$ cat src/rtl/graph_pkg.sv
// Shared sizing and tag type for the graph memory read-port arbiter.
package graph_pkg;

    localparam int unsigned PROC_BITS  = 4;
    localparam int unsigned NUM_PROC   = 1 << PROC_BITS;
    localparam int unsigned ADDR_W     = 32;
    localparam int unsigned DATA_W     = 32;
    localparam int unsigned MEM_LAT    = 2;
    localparam int unsigned TAG_ADDR_W = ADDR_W + PROC_BITS;

    typedef struct packed {
        logic                 v;
        logic [PROC_BITS-1:0] id;
    } rd_tag_t;

endpackage

$ cat src/rtl/graph_mem_arbiter_if.sv
// Requester, memory-port and response signals of one arbitrated read port.
interface graph_mem_arbiter_if;
    import graph_pkg::*;

    logic [NUM_PROC-1:0]             req_valid_in;
    logic [NUM_PROC-1:0][ADDR_W-1:0] req_addr_in;
    logic [NUM_PROC-1:0]             req_ready_out;
    logic [TAG_ADDR_W-1:0]           mem_addr_out;
    logic                            mem_valid_out;
    logic [DATA_W-1:0]               mem_data_in;
    logic                            resp_valid_out;
    logic [PROC_BITS-1:0]            resp_proc_out;
    logic [DATA_W-1:0]               resp_data_out;

    modport slave (
        input  req_valid_in, req_addr_in, mem_data_in,
        output req_ready_out, mem_addr_out, mem_valid_out,
        output resp_valid_out, resp_proc_out, resp_data_out
    );

    modport master (
        output req_valid_in, req_addr_in, mem_data_in,
        input  req_ready_out, mem_addr_out, mem_valid_out,
        input  resp_valid_out, resp_proc_out, resp_data_out
    );

endinterface

$ cat src/rtl/graph_mem_arbiter_rr_pick.sv
// rr_pick: combinational round-robin select; first requester at or after ptr, wrapping.
module graph_mem_arbiter_rr_pick
    import graph_pkg::*;
(
    input  logic [NUM_PROC-1:0]  req,
    input  logic [PROC_BITS-1:0] ptr,
    output logic [NUM_PROC-1:0]  gnt,
    output logic [PROC_BITS-1:0] idx,
    output logic                 any_gnt
);

    logic [PROC_BITS-1:0] cand;

    always_comb begin
        gnt     = '0;
        idx     = '0;
        any_gnt = 1'b0;
        cand    = '0;
        // NUM_PROC is a power of two, so the PROC_BITS-wide sum wraps for free
        for (int unsigned i = 0; i < NUM_PROC; i++) begin
            cand = ptr + PROC_BITS'(i);
            if (!any_gnt && req[cand]) begin
                any_gnt = 1'b1;
                idx     = cand;
            end
        end
        gnt[idx] = any_gnt;
    end

endmodule

$ cat src/rtl/graph_mem_arbiter.sv
// Round-robin arbiter for one fixed-latency graph_memory read port.
// Define GRAPH_ARB_STATS_EN to add per-requester saturating grant counters.
module graph_mem_arbiter
    import graph_pkg::*;
(
    input  logic                  clk_in,
    input  logic                  rst_in,
    input  logic                  arb_en_in,
    graph_mem_arbiter_if.slave    bus,
    output logic                  idle_out,
    input  logic [PROC_BITS-1:0]  stat_sel_in,
    output logic [15:0]           stat_cnt_out
);

    logic [NUM_PROC-1:0]   req_act;
    logic [NUM_PROC-1:0]   gnt;
    logic [PROC_BITS-1:0]  win_idx;
    logic                  hs;
    logic [PROC_BITS-1:0]  rr_ptr_q;
    logic                  mem_valid_q;
    logic [TAG_ADDR_W-1:0] mem_addr_q;
    rd_tag_t [MEM_LAT-1:0] tag_q;
    logic                  in_flight;

    assign req_act = bus.req_valid_in & {NUM_PROC{arb_en_in}};

    graph_mem_arbiter_rr_pick u_rr_pick (
        .req     (req_act),
        .ptr     (rr_ptr_q),
        .gnt     (gnt),
        .idx     (win_idx),
        .any_gnt (hs)
    );

    assign bus.req_ready_out = gnt;

    always_ff @(posedge clk_in or posedge rst_in) begin
        if (rst_in) begin
            rr_ptr_q    <= '0;
            mem_valid_q <= 1'b0;
            mem_addr_q  <= '0;
            tag_q       <= '0;
        end else begin
            mem_valid_q <= hs;
            if (hs) begin
                rr_ptr_q   <= win_idx + PROC_BITS'(1);
                mem_addr_q <= {win_idx, bus.req_addr_in[win_idx]};
            end
            // Tag enters as the strobe leaves, so the last stage lines up with read data
            tag_q[0].v  <= mem_valid_q;
            tag_q[0].id <= mem_addr_q[TAG_ADDR_W-1 -: PROC_BITS];
            for (int unsigned i = 1; i < MEM_LAT; i++) begin
                tag_q[i] <= tag_q[i-1];
            end
        end
    end

    assign bus.mem_valid_out  = mem_valid_q;
    assign bus.mem_addr_out   = mem_addr_q;
    assign bus.resp_valid_out = tag_q[MEM_LAT-1].v;
    assign bus.resp_proc_out  = tag_q[MEM_LAT-1].v ? tag_q[MEM_LAT-1].id : '0;
    assign bus.resp_data_out  = tag_q[MEM_LAT-1].v ? bus.mem_data_in : '0;

    // A read in its response cycle is already delivered, so the last stage is not counted
    always_comb begin
        in_flight = mem_valid_q;
        for (int unsigned i = 0; i + 1 < MEM_LAT; i++) begin
            in_flight = in_flight | tag_q[i].v;
        end
    end

    assign idle_out = !in_flight;

`ifdef GRAPH_ARB_STATS_EN
    logic [NUM_PROC-1:0][15:0] stat_cnt_q;

    always_ff @(posedge clk_in or posedge rst_in) begin
        if (rst_in) begin
            stat_cnt_q <= '0;
        end else if (hs && (stat_cnt_q[win_idx] != 16'hFFFF)) begin
            stat_cnt_q[win_idx] <= stat_cnt_q[win_idx] + 16'd1;
        end
    end

    assign stat_cnt_out = stat_cnt_q[stat_sel_in];
`else
    logic unused_stat_sel;
    assign unused_stat_sel = ^stat_sel_in;
    assign stat_cnt_out    = '0;
`endif

endmodule

$ cat src/flat_wrapper.sv
// flat-port wrapper written by rule: the top's interface ports become plain ports
module graph_mem_arbiter_flat import graph_pkg::*;
  (clk_in, rst_in, arb_en_in, idle_out, stat_sel_in, stat_cnt_out, bus_req_valid_in, bus_req_addr_in, bus_mem_data_in, bus_req_ready_out, bus_mem_addr_out, bus_mem_valid_out, bus_resp_valid_out, bus_resp_proc_out, bus_resp_data_out);
  graph_mem_arbiter_if bus_i ();
  input  logic clk_in;
  input  logic rst_in;
  input  logic arb_en_in;
  output logic idle_out;
  input  logic [PROC_BITS-1:0] stat_sel_in;
  output logic [15:0] stat_cnt_out;
  input wire logic [$bits(bus_i.req_valid_in)-1:0] bus_req_valid_in;
  input wire logic [$bits(bus_i.req_addr_in)-1:0] bus_req_addr_in;
  input wire logic [$bits(bus_i.mem_data_in)-1:0] bus_mem_data_in;
  output wire logic [$bits(bus_i.req_ready_out)-1:0] bus_req_ready_out;
  output wire logic [$bits(bus_i.mem_addr_out)-1:0] bus_mem_addr_out;
  output wire logic [$bits(bus_i.mem_valid_out)-1:0] bus_mem_valid_out;
  output wire logic [$bits(bus_i.resp_valid_out)-1:0] bus_resp_valid_out;
  output wire logic [$bits(bus_i.resp_proc_out)-1:0] bus_resp_proc_out;
  output wire logic [$bits(bus_i.resp_data_out)-1:0] bus_resp_data_out;
  assign bus_i.req_valid_in = bus_req_valid_in;
  assign bus_i.req_addr_in = bus_req_addr_in;
  assign bus_i.mem_data_in = bus_mem_data_in;
  assign bus_req_ready_out = bus_i.req_ready_out;
  assign bus_mem_addr_out = bus_i.mem_addr_out;
  assign bus_mem_valid_out = bus_i.mem_valid_out;
  assign bus_resp_valid_out = bus_i.resp_valid_out;
  assign bus_resp_proc_out = bus_i.resp_proc_out;
  assign bus_resp_data_out = bus_i.resp_data_out;
  graph_mem_arbiter u_core (.clk_in(clk_in), .rst_in(rst_in), .arb_en_in(arb_en_in), .bus(bus_i), .idle_out(idle_out), .stat_sel_in(stat_sel_in), .stat_cnt_out(stat_cnt_out));
endmodule
$ cat config.mk
export PLATFORM = sky130hd
export DESIGN_NAME = graph_mem_arbiter_flat
export DESIGN_NICKNAME = d
export VERILOG_FILES = /design/src/rtl/graph_pkg.sv /design/src/rtl/graph_mem_arbiter_if.sv /design/src/rtl/graph_mem_arbiter_rr_pick.sv /design/src/rtl/graph_mem_arbiter.sv /design/src/flat_wrapper.sv
export SDC_FILE = /design/constraint.sdc
export NUM_CORES = 1
export LEC_CHECK = 0
export CORE_AREA = 3 3 261 263
export CTS_CLUSTER_DIAMETER = 40
export DETAILED_ROUTE_END_ITERATION = 7
export DIE_AREA = 0 0 264 266
export DONT_BUFFER_PORTS = 1
export GPL_TIMING_DRIVEN = 0
export RECOVER_POWER = 50
export SYNTH_ARGS = -nofsm -noshare
export SYNTH_HDL_FRONTEND = slang
export SYNTH_SLANG_ARGS = --single-unit
$ cat constraint.sdc
create_clock -name clk_in -period 6.6 [get_ports clk_in]
set_clock_uncertainty 0.2 [all_clocks]
set_input_delay 1.32 -clock clk_in [delete_from_list [all_inputs] [get_ports clk_in]]
set_output_delay 1.32 -clock clk_in [all_outputs]
set_load 0.1 [all_outputs]
==> summary.md, run 1 <==
| Metric | Value |
|---|---|
| Initial Util | `0.155` |
| Clock transition at path regs | `0.10 ns` |
| Number of flops mapped to enable cells by yosys | `0` |
| Synthesized area per cell | `7.76 sq um` |
| Worst path arrival time | `5.19 ns` |
| Remaining Overflow, GRT | `0` |
| Worst setup path start | `bus_req_valid_in[4]` |
| Max Buffers Root-to-Sink | `2` |
| Failing checks | `max-capacitance violations, max-slew violations, negative setup slack` |
| Clk root buf | `clkbuf_16` |
| Drt pass-1 iters | `6` |
| Simple-gate share of the synthesized area | `0.232` |
| Num Clock Sinks | `51` |
| Area growth syn-to-layout | `34.6%` |
| Critical path fanouts, max | `5` |
| Cell Rows | `94` |
| Worst skew pair latency | `0.34 ns` |
| CTS tree | `done` |
| Worst setup margin | `-0.108 ns` |
| Core area | `0.0659 sq mm` |
| XOR/XNOR Fraction of Synth Area | `0.0127` |
| Share of layout cells above drive strength 1 | `0.263` |
| Final wirelength | `85400 um` |
| Final Slew Violations | `36` |
| RSZ-0062 raised after global routing | `true` |
| HP Class | `reg2reg` |
| Fill count | `7340` |
| Post-synthesis adder-cell area fraction | `0.0135` |
| Required @ worst endpoint | `5.08 ns` |
| Max-cap violation count | `1` |
| Yosys cell types | `80` |
| Setup Crit Path Kind | `in2out` |
| GP Congestion | `0.964` |
| #FFs+latches synth | `51` |
| Post-synthesis sequential area ratio | `0.125` |
| Synth Cell Area | `0.0102 sq mm` |
| Fraction of registers with async set/reset | `1.00` |
| Synth warn | `0` |
| DR WL/cell | `36.8 um` |
| Kind of launch point of the worst setup path | `primary input` |
| Post-DRT Antenna Nets | `0` |
| Mux contribution to synthesized area | `0.281` |
| Slew headroom | `-0.615` |
| Die ar. | `0.0702 sq mm` |
| Crit path time final | `6.71 ns` |
| Worst-Margin Slew | `2.42 ns` |
| Pin count of the biggest net entering global routing | `36` |
| Hold_sp | `u_core.tag_q[0]` |
| Final TNS setup | `-0.331 ns` |
| Finished Cell Area | `0.0137 sq mm` |
| Non-filler instance count after layout | `2320` |
| Outcome | `complete, but fails checks` |
| Largest family of logic cells by synthesized area | `multiplexers` |
| Vias in the first global route | `12475` |
| Final setup viols | `7` |
| Initial antenna violation count | `32` |
| Max Fclk | `0.149 GHz` |
| DP HPWL | `67700 um` |
| Total track usage | `0.226` |
| Final Cycle Share | `1.02` |
| DRC Markers | `0` |
| Ys flop type | `dfrtp_1` |
| Vias | `13130` |
| Die height | `266 um` |
| # IOs | `674` |
| Number of hold buffers added after cts | `0` |
| Global-route wire length before repair | `109000 um` |
| Endpoints failing hold | `0` |
| DR iter-0 viols | `1638` |
| Nets | `2005` |
| Compound-Gate Fraction of Synth Area | `0.265` |
| Hold slack | `0.147 ns` |
| # placed instances | `2200` |
| Num CTS Buffers | `5` |
| Via-to-Cell Ratio | `5.66` |
| Number of port buffers | `0` |
| Placed cell area | `0.0119 sq mm` |
| Die W | `264 um` |
| Post-Synthesis Cells | `1317` |
| CP Capture Type | `output pin` |
| H-tree depth | `2` |
| R2r startpoint | `u_core.rr_ptr_q[0]` |
-- per-layer routing --
| metal | track usage | vias up | wire length [um] |
|---|---|---|---|
| li1 | - | 5334 | - |
| met1 | 0.265 | 6392 | 32200 |
| met2 | 0.363 | 1151 | 38500 |
| met3 | 0.0853 | 249 | 9590 |
| met4 | 0.109 | 4 | 4990 |
| met5 | 0 | - | 23 |
-- kinds of logic (layout without fill, tap and decap cells) --
| group | after synthesis | count (layout) |
|---|---|---|
| mux | 250 | 250 |
| compound gates | 347 | 347 |
| buf+inv | 142 | 238 |
| fa+ha+maj | 11 | 11 |
| other cells | 1 | 44 |
| simple gates | 501 | 501 |
| flops | 51 | 51 |
| xor+xnor | 14 | 14 |
-- synth_stat cells (8+ instances only) --
library cell | count | area share
nor2_1 | 83 | 0.030
o211a_1 | 12 | 0.012
o22a_1 | 12 | 0.010
o211ai_1 | 11 | 0.0081
mux2_2 | 22 | 0.024
o21ai_0 | 21 | 0.010
a41o_1 | 10 | 0.0098
buf_4 | 20 | 0.015
mux2i_1 | 199 | 0.20
a221oi_1 | 17 | 0.015
dfrtp_1 | 51 | 0.12
nor3_1 | 40 | 0.020
a32oi_1 | 24 | 0.021
buf_2 | 40 | 0.020
a31oi_1 | 13 | 0.0080
clkbuf_1 | 57 | 0.021
o22ai_1 | 26 | 0.016
a221o_1 | 11 | 0.011
a211o_1 | 12 | 0.010
and2_1 | 54 | 0.033
nor2b_1 | 14 | 0.0086
a22oi_1 | 11 | 0.0081
nand3_1 | 67 | 0.033
ha_1 | 11 | 0.013
mux4_2 | 26 | 0.057
o221ai_1 | 25 | 0.021
buf_6 | 8 | 0.0088
xnor2_1 | 9 | 0.0077
a21oi_1 | 31 | 0.015
a211oi_1 | 29 | 0.021
nand4_1 | 9 | 0.0055
nand2_1 | 198 | 0.073
a2111oi_0 | 31 | 0.027
-- through the flow --
stage | setup WS (ns) | util
3_5_place_dp | -2.15 | 0.180
5_1_grt | -0.209 | 0.208
2_1_floorplan | -0.143 | -
4_1_cts | -0.270 | 0.199
6_report | -0.108 | 0.209
3_3_place_gp | -2.18 | 0.179
-- sequential cells by signal (all words and copies together), names as in the netlist --
register                   count
u_core.bus.mem_valid_out       1
u_core.rr_ptr_q                4
u_core.bus.mem_addr_out       36
u_core.tag_q                   9
u_core.bus.resp_valid_out      1
-- cell usage in the layout (no fill, tap or decap), drive strengths merged, types with 12 or more instances in the layout --
master and count:
mux2i 202, nand2 198, buf 173, nor2 85, nand3 67, and2 54, clkbuf 52, dfrtp 51
nor3 41, a21oi 31, a2111oi 31, a211oi 30, diode 28, o21ai 27, mux4 26, o22ai 26
o221ai 25, a32oi 24, mux2 22, a221oi 17, conb 16, nor2b 14, a31oi 14, a211o 12
o211a 12, o22a 12
-- worst max-delay path, stage by stage --
cell	delay, ns
mux2i_4	0.25
o22ai_4	0.12
mux4_2	0.50
or2_4	0.29
or4_4	0.56
nor4b_4	0.36
nor3_4	0.10
a31oi_4	0.31
buf_12	0.20
ha_4	0.19
nand2_8	0.08
nor3_4	0.87
-- area by class of cell --
type                    count  area [sq um]  share of cell area
diodes                     28          70.1             0.00510
flip-flops and latches     51          1280              0.0931
well taps                 864          1080              0.0786
inverters                  10          63.8             0.00464
clock buffers               6           139              0.0101
repair buffers             99           871              0.0633
multi-input cells        1139          9340               0.679
plain buffers             121           893              0.0650
clock inverters             2          16.3             0.00118
-- final timing paths --
check                      depth (start not counted)                     endpoint  slack [ns]
setup / recovery                                  12         bus_req_ready_out[1]       -0.11
hold / removal                                     0              u_core.tag_q[5]        0.15
setup reg to reg                                  19  u_core.bus.mem_addr_out[12]        0.10
hold reg to reg                                    0              u_core.tag_q[5]        0.15
max in group asynchronous                          2  u_core.bus.mem_addr_out[12]        2.53
min in group asynchronous                          1   u_core.bus.mem_addr_out[9]        0.87
-- what timing repair did --
action / 4_1_cts / 5_1_grt
pin swaps: 27 / 40
endpoints found under the hold margin: 0 / 0
cloned: 1 / 1
resized for setup: 142 / 91
setup buffers: 54 / 40
setup endpoints to repair: 50 / 19
Power of run 1 is not shown: default switching activity piles up to over one toggle a cycle in this logic, so the estimate is an artifact.
==> inputs of run 2 (changes only) <==
- CORE_AREA: 3 3 261 263 -> 3 3 262 264
- DIE_AREA: 0 0 264 266 -> 0 0 265 267
==> run 2 against run 1 <==
The flow finishes with violations (max-capacitance violations, max-slew violations); utilization down 0.46 points; first-iteration DRC count down 15%; setup slack better by 0.17 ns; maximum frequency up 2.6%; register-to-register slack better by 0.36 ns; die area up 0.76%; final area down 0.79%; cell count down 0.26%.
==> summary.md, run 2 (same netlist as run 1, synthesis figures left out) <==
| Metric | Value |
|---|---|
| Core area | `0.0668 sq mm` |
| DR iter-0 viols | `1393` |
| Final setup viols | `0` |
| Slowest Stage Delay on Critical Path | `0.84 ns` |
| Vias | `13000` |
| Slowest CP cell | `nor3_4` |
| Number of port buffers | `0` |
| H-tree depth | `2` |
| CP Cell Sequence | `mux2i_4, o22ai_1, mux4_2, or2_4, or4_4, nor2_4, nand2_1, o22a_4, or2_4, buf_8, nor3_4` |
| Kind of launch point of the worst setup path | `primary input` |
| CTS tree | `done` |
| Worst-Margin Slew | `2.95 ns` |
| Endpoints failing hold | `0` |
| Vias in the first global route | `12006` |
| GP Congestion | `0.973` |
| Setup Crit Path Kind | `in2out` |
| Slew headroom | `-0.975` |
| Most common cell after layout, fill and taps aside | `mux2i_1` |
| Failing checks | `max-capacitance violations, max-slew violations` |
| Max Fclk | `0.153 GHz` |
| Via-to-Cell Ratio | `5.62` |
| Share of layout cells above drive strength 1 | `0.258` |
| HP Class | `reg2reg` |
| CP Capture Type | `output pin` |
| Pin count of the biggest net entering global routing | `52` |
| Global-route wire length before repair | `105000 um` |
| Outcome | `complete, but fails checks` |
| Number of hold buffers added after cts | `0` |
| Remaining Overflow, GRT | `0` |
| Hold slack | `0.159 ns` |
| Most frequent cells in the layout | `191 x mux2i_1, 186 x nand2_1, 98 x buf_4` |
| Initial antenna violation count | `25` |
| Layout Utilization | `0.204` |
| Num CTS Buffers | `5` |
| Die W | `265 um` |
| Initial Util | `0.153` |
| # IOs | `674` |
| Clock transition at path regs | `0.09 ns` |
| Max reg flops | `36` |
| Die height | `267 um` |
| Cell Rows | `95` |
| DR WL/cell | `35.7 um` |
| Drt pass-1 iters | `6` |
| Most used cell, CP | `or2_4` |
| Final TNS setup | `0 ns` |
| Total track usage | `0.217` |
| Max Buffers Root-to-Sink | `2` |
| DP HPWL | `64600 um` |
| Area growth syn-to-layout | `33.5%` |
| Nets | `1998` |
| Final Slew Violations | `52` |
| Final Cycle Share | `0.991` |
| Reg2Reg Depth | `15` |
| Required @ worst endpoint | `5.08 ns` |
| Worst path arrival time | `5.02 ns` |
| Critical path fanouts, max | `10` |
| Num Clock Sinks | `51` |
| Post-DRT Antenna Nets | `0` |
| Clk root buf | `clkbuf_16` |
| DRC Markers | `0` |
| Final wirelength | `82600 um` |
| RSZ-0062 raised after global routing | `true` |
| Worst skew pair latency | `0.33 ns` |
| Crit path time final | `6.54 ns` |
| Max-cap violation count | `1` |
| Hold depth | `0` |
| Worst R2R Setup Slack | `0.46 ns` |
| Die ar. | `0.0708 sq mm` |
==> run 2: cell types whose count changed in the layout (fill, tap and decap cells not counted), sizes merged <==
cell,previous run,this run
clkdlybuf4s18,0,1
clkinv,2,3
diode,28,20
bufbuf,1,3
buf,173,163
clkbuf,52,51
==> run 2: repair_timing <==
action / 4_1_cts / 5_1_grt
setup endpoints to repair: 53 / 16
hold endpoints to repair: 0 / 0
buffers inserted: 37 / 47
gates cloned: 3 / 0
pin swaps: 27 / 30
resized for setup: 117 / 94
==> run 2: worst max-delay path, delay by kind of cell <==
kind,cells,cell delay [ns]
buf+inv,1,0.18
mux,2,0.74
compound gates,2,0.44
simple gates,6,2.29
==> run 2: path summary, 6_finish.rpt <==
path / from / endpoint
min in group asynchronous: rst_in / u_core.bus.mem_addr_out[16]
worst max register to register: u_core.rr_ptr_q[0] / u_core.bus.mem_addr_out[28]
worst min register to register: u_core.tag_q[2] / u_core.tag_q[7]
worst min-delay path: u_core.tag_q[2] / u_core.tag_q[7]
max in group asynchronous: rst_in / u_core.rr_ptr_q[1]
worst max-delay path: bus_req_valid_in[10] / bus_req_ready_out[3]
==> run 2: through the flow <==
step / std cells / setup slack, ns / cell area [sq um]
floorplan: 1332 / -0.143 / 10700
global placement: 2205 / -2.12 / 11800
detailed placement: 2209 / -2.02 / 11800
CTS: 2250 / -0.211 / 12900
global route: 2306 / -0.0779 / 13600
finish: 2314 / 0.0587 / 13600
==> run 2: routing by layer <==
metal	up-vias	GRT usage	wire (um)
li1	5311	-	-
met1	6298	0.264	31800
met2	1162	0.349	37400
met3	221	0.0714	8790
met4	8	0.0918	4490
met5	-	0.0122	153
==> run 2: area by class of cell <==
type | instances | area, sq um
Antenna cell | 20 | 50.0
Sequential cell | 51 | 1280
Buffer | 122 | 927
Inverter | 10 | 62.6
Multi-Input combinational cell | 1139 | 9270
Clock inverter | 3 | 28.8
Fill cell | 7440 | 53200
Timing Repair Buffer | 91 | 808
Clock buffer | 5 | 125
Tap cell | 873 | 1090
Power of run 2 is left out for the same reason.
